**src/rtl/writeback_unit.sv**
```systemverilog
// Register-file write port arbiter: merges single-cycle ALU results with
// multi-cycle memory loads, formatting load data before write-back.
module writeback_unit #(
   parameter int DATA_W = 32,
   parameter int REG_AW = 5
) (
   input  logic              clk,
   input  logic              reset,
   input  logic              clk_enable,
   input  logic              alu_valid,
   input  logic [REG_AW-1:0] alu_rd,
   input  logic [DATA_W-1:0] alu_data,
   input  logic              load_issue,
   input  logic [REG_AW-1:0] load_rd,
   input  logic [2:0]        load_type,
   input  logic [1:0]        load_offset,
   input  logic [DATA_W-1:0] load_old_rt,
   input  logic [DATA_W-1:0] mem_readdata,
   input  logic              mem_waitrequest,
   output logic [REG_AW-1:0] write_reg_rd,
   output logic              reg_write_enable,
   output logic [DATA_W-1:0] reg_write_data,
   output logic              stall,
   output logic              busy_valid,
   output logic [REG_AW-1:0] busy_rd
);

   localparam logic [0:0] IDLE     = 1'b0;
   localparam logic [0:0] WAIT_MEM = 1'b1;

   localparam logic [2:0] LB  = 3'd0;
   localparam logic [2:0] LBU = 3'd1;
   localparam logic [2:0] LH  = 3'd2;
   localparam logic [2:0] LHU = 3'd3;
   localparam logic [2:0] LWL = 3'd5;
   localparam logic [2:0] LWR = 3'd6;

   logic [0:0]        r_state;
   logic [REG_AW-1:0] r_ld_rd;
   logic [2:0]        r_ld_type;
   logic [1:0]        r_ld_off;
   logic [DATA_W-1:0] r_ld_old;
   logic [REG_AW-1:0] r_wr_rd;
   logic              r_wr_en;
   logic [DATA_W-1:0] r_wr_data;

   logic [7:0]        w_byte;
   logic [15:0]       w_half;
   logic [DATA_W-1:0] w_fmt_data;

   always_comb begin
      w_byte = mem_readdata[7:0];
      case (r_ld_off)
         2'd0: w_byte = mem_readdata[7:0];
         2'd1: w_byte = mem_readdata[15:8];
         2'd2: w_byte = mem_readdata[23:16];
         2'd3: w_byte = mem_readdata[31:24];
         default: w_byte = mem_readdata[7:0];
      endcase
   end

   // Halfword selection uses only offset bit 1; misaligned bit 0 is ignored.
   assign w_half = r_ld_off[1] ? mem_readdata[31:16] : mem_readdata[15:0];

   always_comb begin
      w_fmt_data = mem_readdata;
      case (r_ld_type)
         LB:  w_fmt_data = {{24{w_byte[7]}}, w_byte};
         LBU: w_fmt_data = {24'd0, w_byte};
         LH:  w_fmt_data = {{16{w_half[15]}}, w_half};
         LHU: w_fmt_data = {16'd0, w_half};
         LWL: begin
            case (r_ld_off)
               2'd0: w_fmt_data = {mem_readdata[7:0],  r_ld_old[23:0]};
               2'd1: w_fmt_data = {mem_readdata[15:0], r_ld_old[15:0]};
               2'd2: w_fmt_data = {mem_readdata[23:0], r_ld_old[7:0]};
               default: w_fmt_data = mem_readdata;
            endcase
         end
         LWR: begin
            case (r_ld_off)
               2'd1: w_fmt_data = {r_ld_old[31:24], mem_readdata[31:8]};
               2'd2: w_fmt_data = {r_ld_old[31:16], mem_readdata[31:16]};
               2'd3: w_fmt_data = {r_ld_old[31:8],  mem_readdata[31:24]};
               default: w_fmt_data = mem_readdata;
            endcase
         end
         default: w_fmt_data = mem_readdata;
      endcase
   end

   // ALU and load capture may both happen in IDLE; ALU input is dropped while a load waits.
   always_ff @(posedge clk or negedge reset) begin
      if (!reset) begin
         r_state   <= IDLE;
         r_ld_rd   <= '0;
         r_ld_type <= '0;
         r_ld_off  <= '0;
         r_ld_old  <= '0;
         r_wr_rd   <= '0;
         r_wr_en   <= 1'b0;
         r_wr_data <= '0;
      end else if (clk_enable) begin
         r_wr_en <= 1'b0;
         if (r_state == IDLE) begin
            if (alu_valid) begin
               r_wr_rd   <= alu_rd;
               r_wr_data <= alu_data;
               r_wr_en   <= (alu_rd != '0);
            end
            if (load_issue) begin
               r_ld_rd   <= load_rd;
               r_ld_type <= load_type;
               r_ld_off  <= load_offset;
               r_ld_old  <= load_old_rt;
               r_state   <= WAIT_MEM;
            end
         end else if (!mem_waitrequest) begin
            r_wr_rd   <= r_ld_rd;
            r_wr_data <= w_fmt_data;
            r_wr_en   <= (r_ld_rd != '0);
            r_state   <= IDLE;
         end
      end
   end

   assign write_reg_rd     = r_wr_rd;
   assign reg_write_enable = r_wr_en;
   assign reg_write_data   = r_wr_data;
   assign stall            = (r_state == WAIT_MEM);
   assign busy_valid       = stall;
   assign busy_rd          = r_ld_rd;

endmodule

```
**config.mk**
```make
export PLATFORM = sky130hd
export DESIGN_NAME = writeback_unit
export DESIGN_NICKNAME = d
export VERILOG_FILES = /design/src/rtl/writeback_unit.sv
export SDC_FILE = /design/constraint.sdc
export NUM_CORES = 1
export LEC_CHECK = 0
export ABC_AREA = 1
export ABC_CLOCK_PERIOD_IN_PS = 1700
export CORE_AREA = 2 2 158 160
export DETAILED_ROUTE_END_ITERATION = 8
export DIE_AREA = 0 0 160 162
export PLACE_DENSITY = 0.49
export SYNTH_ARGS = -nofsm -noshare
export SYNTH_HDL_FRONTEND = slang
export SYNTH_SLANG_ARGS = --single-unit
export TNS_END_PERCENT = 20
```
**constraint.sdc**
```tcl
create_clock -name clk -period 1.7 [get_ports clk]
set_clock_uncertainty 0.15 [all_clocks]
set_input_delay 0.17 -clock clk [delete_from_list [all_inputs] [get_ports clk]]
set_output_delay 0.17 -clock clk [all_outputs]
set_load 0.03 [all_outputs]
```
Word-level counts from Yosys, hierarchy flattened
Index checks and enable logic that the tools add are counted.
Widths: inputs -> output; s select.
{"block": "op_classes", "mux": 17, "bitwise_logic": 1, "reduce_logical": 7, "eq_ne": 9}
{"cell": "$pmux 32 s3", "n": 2}
{"cell": "$pmux 32 s6", "n": 1}
{"cell": "$mux 32", "n": 3}
{"cell": "$pmux 8 s4", "n": 1}
{"cell": "$mux 16", "n": 1}
{"cell": "$mux 5", "n": 3}
{"cell": "$reduce_bool 5->1", "n": 2}
{"cell": "$eq 3x2->1 const B", "n": 2}
{"cell": "$eq 3x3->1 const B", "n": 2}
{"cell": "$mux 1", "n": 6}
{"cell": "$reduce_and 3->1", "n": 2}
{"cell": "$eq 2x2->1 const B", "n": 2}
{"cell": "$eq 3x1->1 const B", "n": 1}
{"cell": "$logic_not 3->1", "n": 1}
{"cell": "$eq 2x1->1 const B", "n": 1}
{"cell": "$logic_not 2->1", "n": 1}
{"cell": "$ne 2x2->1 const B", "n": 1}
{"cell": "$reduce_bool 2->1", "n": 1}
{"cell": "$not 1->1", "n": 1}
{"block": "totals", "reg_bits": 81, "out_inout_bits": 45}

Logic depth before layout (Yosys ltp)
{"block": "logic_depth", "word_depth": 5, "mapped_depth": 12, "depth_no_buf": 10}

Worst setup path before layout
Ideal clock, no wire load.
{"block": "synth_timing", "kind": "register to register", "start": "reg r_state, in the netlist busy_valid", "end": "reg r_ld_old[4]", "synth_period_minus_slack_ps": 1843, "required_time_ps": 1425, "arrival_time_ps": 1568, "setup_ps": 125, "path_stages_with_launch": 7, "setup_slack_ps": -143, "n_path_buf": 3, "path_cell_list": "dfrtp_1 -> buf_4 -> inv_4 -> nand3_1 -> buf_2 -> buf_2 -> mux2_2"}
{"block": "synth_between", "elab_chain_cells": 2}
{"item": "start: declaration", "line": "38", "source": "logic [0:0] r_state;"}
{"item": "start signal: assignment", "line": "95", "source": "r_state <= IDLE;"}
{"item": "start signal: assignment", "line": "116", "source": "r_state <= WAIT_MEM;"}
{"item": "start signal: assignment", "line": "122", "source": "r_state <= IDLE;"}
{"item": "$not 1->1 (no line)"}
{"item": "$reduce_and 3->1 (no line)"}
{"item": "end signal: assignment", "line": "115", "source": "r_ld_old <= load_old_rt;"}
{"item": "end: declaration", "line": "42", "source": "logic [DATA_W-1:0] r_ld_old;"}
Every way passes these cells.
A chain may end at the register's enable or synchronous reset.

Worst setup path after layout
{"block": "layout_timing", "start": "reg r_ld_off[1]", "end": "reg r_wr_data[26], in the netlist reg_write_data[26]"}
{"block": "layout_between", "elab_chain_cells": 5}
{"item": "start: declaration", "line": "41", "source": "logic [1:0] r_ld_off;"}
{"item": "start signal: assignment", "line": "114", "source": "r_ld_off <= load_offset;"}
{"item": "$eq 2x2->1 (tied with other cells)", "line": "53, 81"}
{"item": "$pmux 8 s4 (tied with other cells)", "line": "53", "source": "case (r_ld_off)"}
{"item": "$pmux 32 s6 *", "line": "67", "source": "case (r_ld_type)"}
{"item": "$mux 32 *", "line": "118", "source": "end else if (!mem_waitrequest) begin"}
{"item": "$mux 32 *", "line": "105", "source": "if (r_state == IDLE) begin"}
{"item": "end signal: assignment", "line": "108", "source": "r_wr_data <= alu_data;"}
{"item": "end signal: assignment", "line": "120", "source": "r_wr_data <= w_fmt_data;"}
{"item": "end: declaration", "line": "45", "source": "logic [DATA_W-1:0] r_wr_data;"}
Every way passes the cells marked *; elsewhere a longest branch is shown, timed or not. The select of a mux whose other input is x is not followed.

==> run_results.csv <==
group,metric,value,unit
synth,synth_xor_area_share,0,%
sta,max_freq,557,MHz
layout,layout-drive-gt1-share,21.6,%
setup_path,slowest_delay,0.45,ns
synth,avgSynthCellArea,6.69,sq um
drt,post_drt_wl_per_cell,17.8,um
clock_tree,clock_sinks,81,
synth,synth_adder_area_share,0,%
clock_tree,cts.clk_slew.worst_paths,0.07,ns
global_route,grt.total_usage,19.1,%
setup_path,cpMaxStageDelayCell,"dfrtp_2",
layout,n_antenna_cell,0,
global_route,grt_pass1_wl,37.7,mm
synth,ys_types,29,
sta,setup-violations-final,29,
clock_tree,root_buffer,"clkbuf_16",
layout,layout.nets,1204,
drt,detail-route-antenna-nets,0,
synth,ys_warn_count,0,
clock_tree,clockBufferDepth,2,
drt,routed_via_density,4.67,
setup_path,start_kind,"register",
clock_tree,cts_tree,"yes",
setup_path,crit_chain,"buf_12 -> nor2_4 -> buf_12 -> buf_12 -> nand2_1 -> nand4_1 -> nand2_1 -> nand2_1 -> nand2_1 -> a21oi_1",
layout,regArea,2030,sq um
global_route,first_global_vias,6349,
sta,worst_pin_slew,0.550,ns
layout,fin_area,9150,sq um
clock_tree,cts_made_buffers,9,
floorplanning,start_util,23.9,%
synth,synthesis.area,5750,sq um
pwr,internal_power,6.85,mW
synth,synth-compound-area-share,15.3,%
pwr,seq_power_share,24.5,%
floorplanning,die_w,160,um
drt,met3_length,1.69,mm
global_route,grt_max_degree,82,
drt,vias,6613,
sta,slew_headroom,63.3,%
setup_path,critPathKind,"reg -> reg",
sta,final.min_clock_period,1.80,ns
sta,finalHoldViolations,0,
floorplanning,rows,57,
layout,multi_input_area,3370,sq um
placed_design,numPortBuffers,161,
placed_design,dp_hpwl,18.5,mm
setup_path,arrival,1.92,ns
sta,worst_slack,-0.0951,ns
setup_path,required,1.83,ns
synth,synth_top_family_by_area,"simple AND/OR/NAND/NOR gates",
setup_path,crit_fanout,14,
clock_tree,worstSkewPairLatency,0.36,ns
synth,synth_mux_area_share,5.68,%
sta,report.final.slew_viol_count,0,
drt,wirelength,25.2,mm
job,drv_cap,0,
pwr,leakage,4.13,nW
pwr,irDropWorstVdd,0.569,mV
synth,seq_area_frac_synth,35.2,%
synth,synth_nets,977,
drt,top_layer,"met4",
sta,rsz0062_at_grt,"yes",
layout,final.fill_count,2615,
floorplanning,io_pins,162,
floorplanning,core_region_area,24100,sq um
pwr,p_sw,5.59,mW
drt,met1_length,11.4,mm
setup_path,cp-end-kind,"register",
sta,tns,-1.29,ns
synth,ys_ff_latch,81,
drt,drt_iter0_drc,438,
floorplanning,dieArea,25900,sq um
setup_path,path_common_cell,"nand2_1",
drt,route.met2.wl,11.6,mm
sta,fin_crit_sh,106,%
placed_design,gp_congestion,0.877,
global_route,antenna_found_initial,0,
synth,syn_inst,860,
layout,syn_to_final_growth,59.0,%
pwr,power_density,1360,nW/um^2
pwr,clockPowerShare,16.6,%
outcome,status,"finished with violations",
worst_hold_path,min_path_type,"in -> async",
global_route,grt-ovfl-total,0,
outcome,violations,"setup timing",
placed_design,placed_cell_area,8370,sq um
drt,first_pass_iters,5,
pwr,p_comb_share,58.8,%
pwr,sw_frac_of_total,44.9,%
synth,synthSimpleGateAreaFrac,34.5,%
floorplanning,die_y,162,um
drt,drc,0,
clock_tree,cts_max_level,3,
cell usage after synthesis (all sizes together):
| master | number | area (sq um) |
|---|---|---|
| nand2 | 282 | 1080 |
| a21oi | 120 | 601 |
| nor2 | 118 | 474 |
| dfrtp | 81 | 2030 |
| inv | 55 | 216 |
| nand3 | 51 | 280 |
| buf | 41 | 270 |
| mux2 | 29 | 327 |
| o21ai | 23 | 115 |
| o211ai | 16 | 120 |
| nand4 | 15 | 93.8 |
| clkbuf | 12 | 45.0 |
| or2 | 8 | 50.1 |
| a31oi | 6 | 37.5 |
| nor3 | 1 | 5.00 |
| nor4 | 1 | 6.26 |
| o21bai | 1 | 7.51 |
cell families (layout without fill, tap and decap cells):
| group | Yosys count | after routing |
|---|---|---|
| simple gates | 476 | 476 |
| compound gates | 166 | 166 |
| buf+inv | 108 | 340 |
| flops | 81 | 81 |
| mux | 29 | 29 |
state kept, by name (all words and copies together) (netlist names):
name              cells
r_ld_type             3
reg_write_enable      1
r_ld_old             32
r_ld_off              2
busy_valid            1
write_reg_rd          5
busy_rd               5
reg_write_data       32
power by group through the flow:
stage	Combinational, mW	Clock [mW]	Sequential (mW)
2_1_floorplan	3.09	0	3.75
3_3_place_gp	6.85	0	3.09
3_5_place_dp	6.87	0	3.10
6_report	7.32	2.07	3.05
5_1_grt	7.89	2.22	3.14
4_1_cts	6.89	2.15	3.05
critical path: cells and delay by family (launching register included):
| family | cells | cell delay [ns] |
|---|---|---|
| buf+inv | 3 | 0.45 |
| simple gates | 6 | 0.55 |
| compound gates | 1 | 0.13 |
| flops | 1 | 0.45 |
per-layer routing:
metal,vias to the layer above,track usage [%]
met5,-,0
met4,0,5.90
met3,36,3.93
met2,258,31.0
met1,3057,25.7
li1,3262,-
cells in the final DEF, fill, tap and decap left out, types with 6 or more instances in the layout:
master | synthesis | routed
nand2_1 | 279 | 251
clkdlybuf4s50_1 | 0 | 120
nor2_1 | 115 | 107
a21oi_1 | 120 | 107
dfrtp_1 | 81 | 78
buf_4 | 9 | 70
inv_1 | 45 | 45
nand3_1 | 46 | 44
dlygate4sd2_1 | 0 | 40
mux2_2 | 29 | 29
nand2_2 | 1 | 28
buf_12 | 0 | 23
o21ai_0 | 23 | 22
o211ai_1 | 16 | 16
nand4_1 | 15 | 15
a21oi_2 | 0 | 13
clkbuf_16 | 0 | 13
nor2_2 | 0 | 7
buf_6 | 7 | 7
nand3_2 | 5 | 6
a31oi_1 | 6 | 6
area by class of cell:
| cell class | count | share of cell area [%] |
|---|---|---|
| clock buffer | 9 | 2.46 |
| tap | 324 | 4.43 |
| timing repair buffer | 269 | 30.7 |
| sequential | 81 | 22.2 |
| inverter | 55 | 2.53 |
| clock inverter | 7 | 0.862 |
| multi-input combinational | 671 | 36.9 |
repair_timing:
action / in CTS / in global routing
hold buffers: 1 / 0
buffers inserted: 2 / 11
endpoints found under the setup margin: 71 / 37
gates cloned: 1 / 5
pin swaps: 4 / 28
gates resized for setup: 76 / 51
hold endpoints to repair: 81 / 0
final timing paths:
check	cells after the start	slack, ns	start	end
min in group clk	3	0.25	load_old_rt[25]	r_ld_old[25]$_DFFE_PN0P_
min	3	0.19	reset	r_ld_old[7]$_DFFE_PN0P_
max in group asynchronous	3	0.71	reset	r_ld_off[0]$_DFFE_PN0P_
min reg2reg	2	0.36	reg_write_data[25]$_DFFE_PN0P_	reg_write_data[25]$_DFFE_PN0P_
max	10	-0.1	r_ld_off[1]$_DFFE_PN0P_	reg_write_data[26]$_DFFE_PN0P_
max reg2reg	10	-0.1	r_ld_off[1]$_DFFE_PN0P_	reg_write_data[26]$_DFFE_PN0P_
metrics by stage:
stage	power (mW)	hold slack (ns)	std cells	worst slack [ns]	util [%]
2_1_floorplan	6.84	-0.276	860	0.0218	-
4_1_cts	12.1	0.236	1400	-0.0408	36.5
5_1_grt	13.2	0.263	1416	-0.189	37.9
6_report	12.4	0.187	1416	-0.0951	37.9
3_5_place_dp	9.96	0.112	1380	-0.238	34.7
3_3_place_gp	9.94	0.106	1380	-0.254	34.7
No activity file was read; power rests on OpenSTA's default activity.
